`config.mk`:
```
export PLATFORM = sky130hd
export DESIGN_NAME = prog_loader_flat
export DESIGN_NICKNAME = d
export VERILOG_FILES = /design/src/rtl/prog_loader_if.sv /design/src/rtl/prog_loader.sv /design/src/flat_wrapper.sv
export SDC_FILE = /design/constraint.sdc
export NUM_CORES = 1
export LEC_CHECK = 0
export CAP_MARGIN = 30
export CORE_MARGIN = 2
export CORE_UTILIZATION = 47
export DETAILED_ROUTE_END_ITERATION = 6
export HOLD_SLACK_MARGIN = 0.05
export PLACE_DENSITY = 0.7
export SLEW_MARGIN = 25
export SYNTH_ARGS = -nofsm -noshare
export SYNTH_HDL_FRONTEND = slang
export SYNTH_SLANG_ARGS = --single-unit
export TNS_END_PERCENT = 30
```
`constraint.sdc`:
```
create_clock -name clk -period 5.6 [get_ports clk]
set_input_delay 0.84 -clock clk [delete_from_list [all_inputs] [get_ports clk]]
set_output_delay 0.84 -clock clk [all_outputs]
set_load 0.01 [all_outputs]
```
`src/rtl/prog_loader_if.sv`:
```
// prog_loader_if
//   Host byte link plus CPU memory debug port, seen from the loader.
//   master : the loader (consumes bytes, drives the memory port and status)
//   slave  : host / core side (drives bytes, observes memory port and status)
//   Signals: in_data/in_valid/in_ready byte handshake; mem_addr/mem_din word
//   write port; we_im/we_dm write strobes; cpu_hold core freeze; done/err status.
interface prog_loader_if #(
   parameter int ADDR_W = 10
);
   logic [7:0]        in_data;
   logic              in_valid;
   logic              in_ready;
   logic [ADDR_W-1:0] mem_addr;
   logic [31:0]       mem_din;
   logic              we_im;
   logic              we_dm;
   logic              cpu_hold;
   logic              done;
   logic              err;

   modport master (
      input  in_data, in_valid,
      output in_ready, mem_addr, mem_din, we_im, we_dm, cpu_hold, done, err
   );

   modport slave (
      output in_data, in_valid,
      input  in_ready, mem_addr, mem_din, we_im, we_dm, cpu_hold, done, err
   );
endinterface

```
`src/rtl/prog_loader.sv`:
```
// prog_loader
//   Byte-stream program/data loader in front of the CPU memory debug port.
//   Frame: CMD, LEN_LO, LEN_HI, 4*LEN payload bytes (LSB first), CSUM (XOR of
//   payload). Words are written sequentially from address 0 into instruction
//   or data memory; the core is held for the whole frame.
//   Ports: clk, rst (async, active-high), bus (prog_loader_if.master).
//
//   state   | meaning
//   --------+-------------------------------------------------------------
//   S_IDLE  | wait for CMD_INST/CMD_DATA, drop any other byte
//   S_LEN0  | capture word count low byte
//   S_LEN1  | capture word count high byte; zero length skips to S_CSUM
//   S_DATA  | assemble payload bytes into mem_din, accumulate checksum
//   S_WRITE | one-cycle write strobe, byte input stalled
//   S_CSUM  | compare checksum byte, pulse done or set err, release core
module prog_loader #(
   parameter int         ADDR_W   = 10,
   parameter logic [7:0] CMD_INST = 8'hA5,
   parameter logic [7:0] CMD_DATA = 8'h5A
) (
   input logic          clk,
   input logic          rst,
   prog_loader_if.master bus
);

   typedef enum logic [2:0] {
      S_IDLE, S_LEN0, S_LEN1, S_DATA, S_WRITE, S_CSUM
   } state_t;

   state_t            state_q;
   logic              tgt_dm_q;
   logic [7:0]        len_lo_q;
   logic [15:0]       wcnt_q;     // words still to be written (down-counter)
   logic [1:0]        bcnt_q;
   logic [7:0]        csum_q;
   logic [ADDR_W-1:0] mem_addr_q;
   logic [31:0]       mem_din_q;
   logic              in_ready_q;
   logic              we_im_q;
   logic              we_dm_q;
   logic              hold_q;
   logic              done_q;
   logic              err_q;
   logic              accept;

   assign accept = bus.in_valid & in_ready_q;

   always_ff @(posedge clk or posedge rst) begin
      if (rst) begin
         state_q    <= S_IDLE;
         tgt_dm_q   <= 1'b0;
         len_lo_q   <= 8'h00;
         wcnt_q     <= 16'h0000;
         bcnt_q     <= 2'd0;
         csum_q     <= 8'h00;
         mem_addr_q <= '0;
         mem_din_q  <= 32'h0;
         in_ready_q <= 1'b1;
         we_im_q    <= 1'b0;
         we_dm_q    <= 1'b0;
         hold_q     <= 1'b0;
         done_q     <= 1'b0;
         err_q      <= 1'b0;
      end else begin
         done_q <= 1'b0;
         case (state_q)
            S_IDLE: begin
               if (accept && (bus.in_data == CMD_INST || bus.in_data == CMD_DATA)) begin
                  tgt_dm_q   <= (bus.in_data == CMD_DATA);
                  err_q      <= 1'b0;
                  hold_q     <= 1'b1;
                  mem_addr_q <= '0;
                  bcnt_q     <= 2'd0;
                  csum_q     <= 8'h00;
                  state_q    <= S_LEN0;
               end
            end
            S_LEN0: begin
               if (accept) begin
                  len_lo_q <= bus.in_data;
                  state_q  <= S_LEN1;
               end
            end
            S_LEN1: begin
               if (accept) begin
                  wcnt_q  <= {bus.in_data, len_lo_q};
                  state_q <= ({bus.in_data, len_lo_q} == 16'h0000) ? S_CSUM : S_DATA;
               end
            end
            S_DATA: begin
               if (accept) begin
                  mem_din_q[{bcnt_q, 3'b000} +: 8] <= bus.in_data;
                  csum_q <= csum_q ^ bus.in_data;
                  bcnt_q <= bcnt_q + 2'd1;
                  if (bcnt_q == 2'd3) begin
                     in_ready_q <= 1'b0;
                     we_im_q    <= ~tgt_dm_q;
                     we_dm_q    <= tgt_dm_q;
                     state_q    <= S_WRITE;
                  end
               end
            end
            S_WRITE: begin
               // address advances only after the strobe cycle so it stays stable with it
               we_im_q    <= 1'b0;
               we_dm_q    <= 1'b0;
               in_ready_q <= 1'b1;
               mem_addr_q <= mem_addr_q + ADDR_W'(1);
               wcnt_q     <= wcnt_q - 16'd1;
               state_q    <= (wcnt_q == 16'd1) ? S_CSUM : S_DATA;
            end
            S_CSUM: begin
               if (accept) begin
                  if (bus.in_data == csum_q) begin
                     done_q <= 1'b1;
                  end else begin
                     err_q <= 1'b1;
                  end
                  hold_q  <= 1'b0;
                  state_q <= S_IDLE;
               end
            end
            default: state_q <= S_IDLE;
         endcase
      end
   end

   assign bus.in_ready = in_ready_q;
   assign bus.mem_addr = mem_addr_q;
   assign bus.mem_din  = mem_din_q;
   assign bus.we_im    = we_im_q;
   assign bus.we_dm    = we_dm_q;
   assign bus.cpu_hold = hold_q;
   assign bus.done     = done_q;
   assign bus.err      = err_q;

endmodule
```
`src/flat_wrapper.sv`:
```
// flat-port wrapper written by rule: the top's interface ports become plain ports
module prog_loader_flat 
#(
   parameter int         ADDR_W   = 10,
   parameter logic [7:0] CMD_INST = 8'hA5,
   parameter logic [7:0] CMD_DATA = 8'h5A
)
  (clk, rst, bus_in_data, bus_in_valid, bus_in_ready, bus_mem_addr, bus_mem_din, bus_we_im, bus_we_dm, bus_cpu_hold, bus_done, bus_err);
  prog_loader_if #(.ADDR_W(ADDR_W)) bus_i ();
  input logic clk;
  input logic rst;
  input wire logic [$bits(bus_i.in_data)-1:0] bus_in_data;
  input wire logic [$bits(bus_i.in_valid)-1:0] bus_in_valid;
  output wire logic [$bits(bus_i.in_ready)-1:0] bus_in_ready;
  output wire logic [$bits(bus_i.mem_addr)-1:0] bus_mem_addr;
  output wire logic [$bits(bus_i.mem_din)-1:0] bus_mem_din;
  output wire logic [$bits(bus_i.we_im)-1:0] bus_we_im;
  output wire logic [$bits(bus_i.we_dm)-1:0] bus_we_dm;
  output wire logic [$bits(bus_i.cpu_hold)-1:0] bus_cpu_hold;
  output wire logic [$bits(bus_i.done)-1:0] bus_done;
  output wire logic [$bits(bus_i.err)-1:0] bus_err;
  assign bus_i.in_data = bus_in_data;
  assign bus_i.in_valid = bus_in_valid;
  assign bus_in_ready = bus_i.in_ready;
  assign bus_mem_addr = bus_i.mem_addr;
  assign bus_mem_din = bus_i.mem_din;
  assign bus_we_im = bus_i.we_im;
  assign bus_we_dm = bus_i.we_dm;
  assign bus_cpu_hold = bus_i.cpu_hold;
  assign bus_done = bus_i.done;
  assign bus_err = bus_i.err;
  prog_loader #(.ADDR_W(ADDR_W), .CMD_INST(CMD_INST), .CMD_DATA(CMD_DATA)) u_core (.clk(clk), .rst(rst), .bus(bus_i));
endmodule
```
==> flow_summary.toml <==
[clocking]
cts_sinks = 86
cts-root-buf = "clkbuf_8"
clockBufferDepth = 2
numCtsBuffers = 9
ctsHoldBuffers = 0
postCtsSetupBuffers = 0
cts_tree = "built"
cts_resized = 0
insertion_delay_ps = 370
htreeDepth = 3
clk_pin_slew_ps = 100

[place]
place_area_um2 = 4850
placedCellCount = 589
io_buffers = 58
detailed_place_hpwl_mm = 6.63
dp_slack_ps = 2550
gp_congestion = 0.762

[worst_setup_path]
cp_max_fo = 11
cp-end-kind = "register"
path_class = "in2reg"
crit_arrival_ps = 2920
cp-start-kind = "primary input"
cp.required_ps = 5850
reg2reg_depth = 5

[yosys]
synthCells = 442
yosys.area.top_type = "dfrtp_1"
async_reset_ff_frac = 1.00
synth_edf_count = 0
synthTopCellsByArea = "dfrtp_1 (51%), nand2_1 (8.2%), o21ai_0 (5.2%)"
syn_area_per_cell_um2 = 9.51
syn-cell-area_um2 = 4210
yosysTopAreaCellShare = 0.506
synth_fp_nets = 462
ys_types = 57
ys_seq_elements = 86
ys.flop_type = "dfrtp_1"
synth_sequential_area_ratio = 0.512
synth_warnings = 0

[cells_and_area]
final_area_um2 = 5070
n_antenna_cell = 0
layout.nets = 513
area_delta_synth_final_pct = 20.5
final_cells = 606
drive_gt1_frac = 0.0803

[floorplanning]
initial_core_util = 0.485
core-area_um2 = 8680
io_pins = 59
dieWidth_um = 98.6
die_h_um = 98.6
dieArea_um2 = 9720
rows = 34

[power]
irDropWorstVdd_mv = 0.234
p_leak_nw = 2.17
power_density_nw_per_um2 = 531

[global_routing]
overflow = 0
track_usage = 0.211
grt_max_degree = 55
first_global_vias = 3268
antenna_found_initial = 0
grt_pass1_wl_mm = 16.4

[route]
viasPerCell = 5.75
drcViolationCount = 0
drt-total-wl_mm = 9.90
dr.pass1.iters = 4
vias = 3482
wl_per_cell_um = 16.3
drtIter0Drc = 164
route.antenna.remaining_nets = 0

[sta]
finalSetupViolCount = 0
fin_crit_sh = 0.475
tightest_slew_ps = 1010
hold_viol = 0
slew_headroom = 0.326
layout_setup_ws_ps = 2940
layout_min_cycle_time_ps = 2660
tns_ps = 0
max_freq_mhz = 376
rsz0062_at_grt = "false"
slew_violations = 0
finalClockSkew_ps = 6.93

[worst_hold_path]
hp-class = "reg2reg"
hold_depth = 2

[job]
cap_viol_max_count = 0

[run_status]
status = "complete, no violations"
critical path, cell delays in order:
cell,delay (ps)
clkdlybuf4s50_1,700
nor4_1,450
nand2_1,160
nand2_1,130
a21oi_1,210
a221o_1,420
synthesized netlist by cell type (2+ instances only):
master and n:
nor4_1 8, nand2_1 92, a21oi_1 16, mux2_2 10, nand4b_1 2, xor2_1 2
a41oi_1 2, a211o_1 3, nand3_1 17, nor2_1 25, or3_1 3, o22ai_1 2
o211ai_1 3, nor3b_1 5, o21ai_0 44, nor3_1 9, ha_1 9, and2_1 2
dfrtp_1 85, a31oi_1 6, a221o_1 7, nand4_1 3, and3_1 6, inv_1 15
o221ai_1 3, o31ai_1 2, and4_1 2, and3b_1 3, nor2b_1 3, a211oi_1 5
clkbuf_1 16, buf_2 4, and4b_1 2, a221oi_1 2, a21bo_2 2
path summary, 6_finish.rpt:
path	start	to	slack, ps
worst max-delay path	bus_in_data[5]	u_core.csum_q[1]	2940
worst min-delay path	u_core.bus.mem_din[1]	u_core.bus.mem_din[1]	490
worst max register to register	u_core.state_q[0]	u_core.wcnt_q[9]	3320
worst min register to register	u_core.bus.mem_din[1]	u_core.bus.mem_din[1]	490
max in group asynchronous	rst	u_core.wcnt_q[4]	3720
min in group asynchronous	rst	u_core.bus.mem_din[6]	820
sequential cells by signal, summed over array words and instances (netlist names):
signal and count:
u_core.bus.mem_din 32, u_core.bus.err 1, u_core.tgt_dm_q 1, u_core.len_lo_q 8, u_core.bus.cpu_hold 1, u_core.bus.we_dm 1
u_core.bus.in_ready 1, u_core.bus.mem_addr 10, u_core.csum_q 8, u_core.bcnt_q 2, u_core.state_q 3, u_core.bus.done 1
u_core.wcnt_q 16, u_core.bus.we_im 1
through the flow:
| stage | util | power, mW | hold slack, ps |
|---|---|---|---|
| finish | 0.584 | 2.69 | 487 |
| global route | 0.584 | 2.89 | 504 |
| CTS | 0.583 | 2.70 | 492 |
| detailed placement | 0.559 | 2.23 | 471 |
| global placement | 0.558 | 2.18 | 461 |
| floorplan | - | 1.78 | 450 |
metal layers:
| layer | part of all wire | GRT usage | up-vias | routed length, um |
|---|---|---|---|---|
| li1 | - | - | 1685 | - |
| met1 | 0.47 | 0.308 | 1683 | 4650 |
| met2 | 0.46 | 0.320 | 101 | 4540 |
| met3 | 0.055 | 0.0340 | 13 | 545 |
| met4 | 0.017 | 0.0801 | 0 | 167 |
| met5 | 0 | 0 | - | 0 |
report_power, final:
part	internal, mW	leakage [nW]	switching [mW]
Sequential	0.887	1.09	0.267
Clock	0.226	0.109	0.246
Combinational	0.550	0.970	0.513
Total	1.66	2.17	1.03
layout make-up:
type / count / area [um^2]
Timing Repair Buffer: 62 / 612
Fill cell: 774 / 3610
Multi-Input combinational cell: 319 / 1900
Clock buffer: 10 / 138
Inverter: 15 / 57.6
Sequential cell: 86 / 2150
Tap cell: 108 / 135
Clock inverter: 6 / 76.3
cell families after synthesis:
group | count (synthesis) | synth area share
AND/OR/NAND/NOR | 191 | 0.227
XOR/XNOR | 3 | 0.00625
adder cells (fa/ha/maj) | 9 | 0.0268
flip-flops | 86 | 0.512
multiplexers | 10 | 0.0268
AO/OA/AOI/OAI | 106 | 0.164
buffers and inverters | 37 | 0.0369
cell usage in the layout, fill, tap and decap left out, drive strengths merged, types with 5 or more instances in the layout:
| cell | n |
|---|---|
| nor4 | 9 |
| a21oi | 16 |
| inv | 17 |
| nand2 | 92 |
| ha | 9 |
| a211oi | 5 |
| mux2 | 10 |
| a31oi | 6 |
| clkbuf | 11 |
| a221o | 7 |
| nor3b | 6 |
| o21ai | 44 |
| dfrtp | 85 |
| clkdlybuf4s50 | 58 |
| nor2 | 25 |
| and3 | 6 |
| nor3 | 11 |
| nand3 | 17 |
Power figures use the tool's default switching activity.
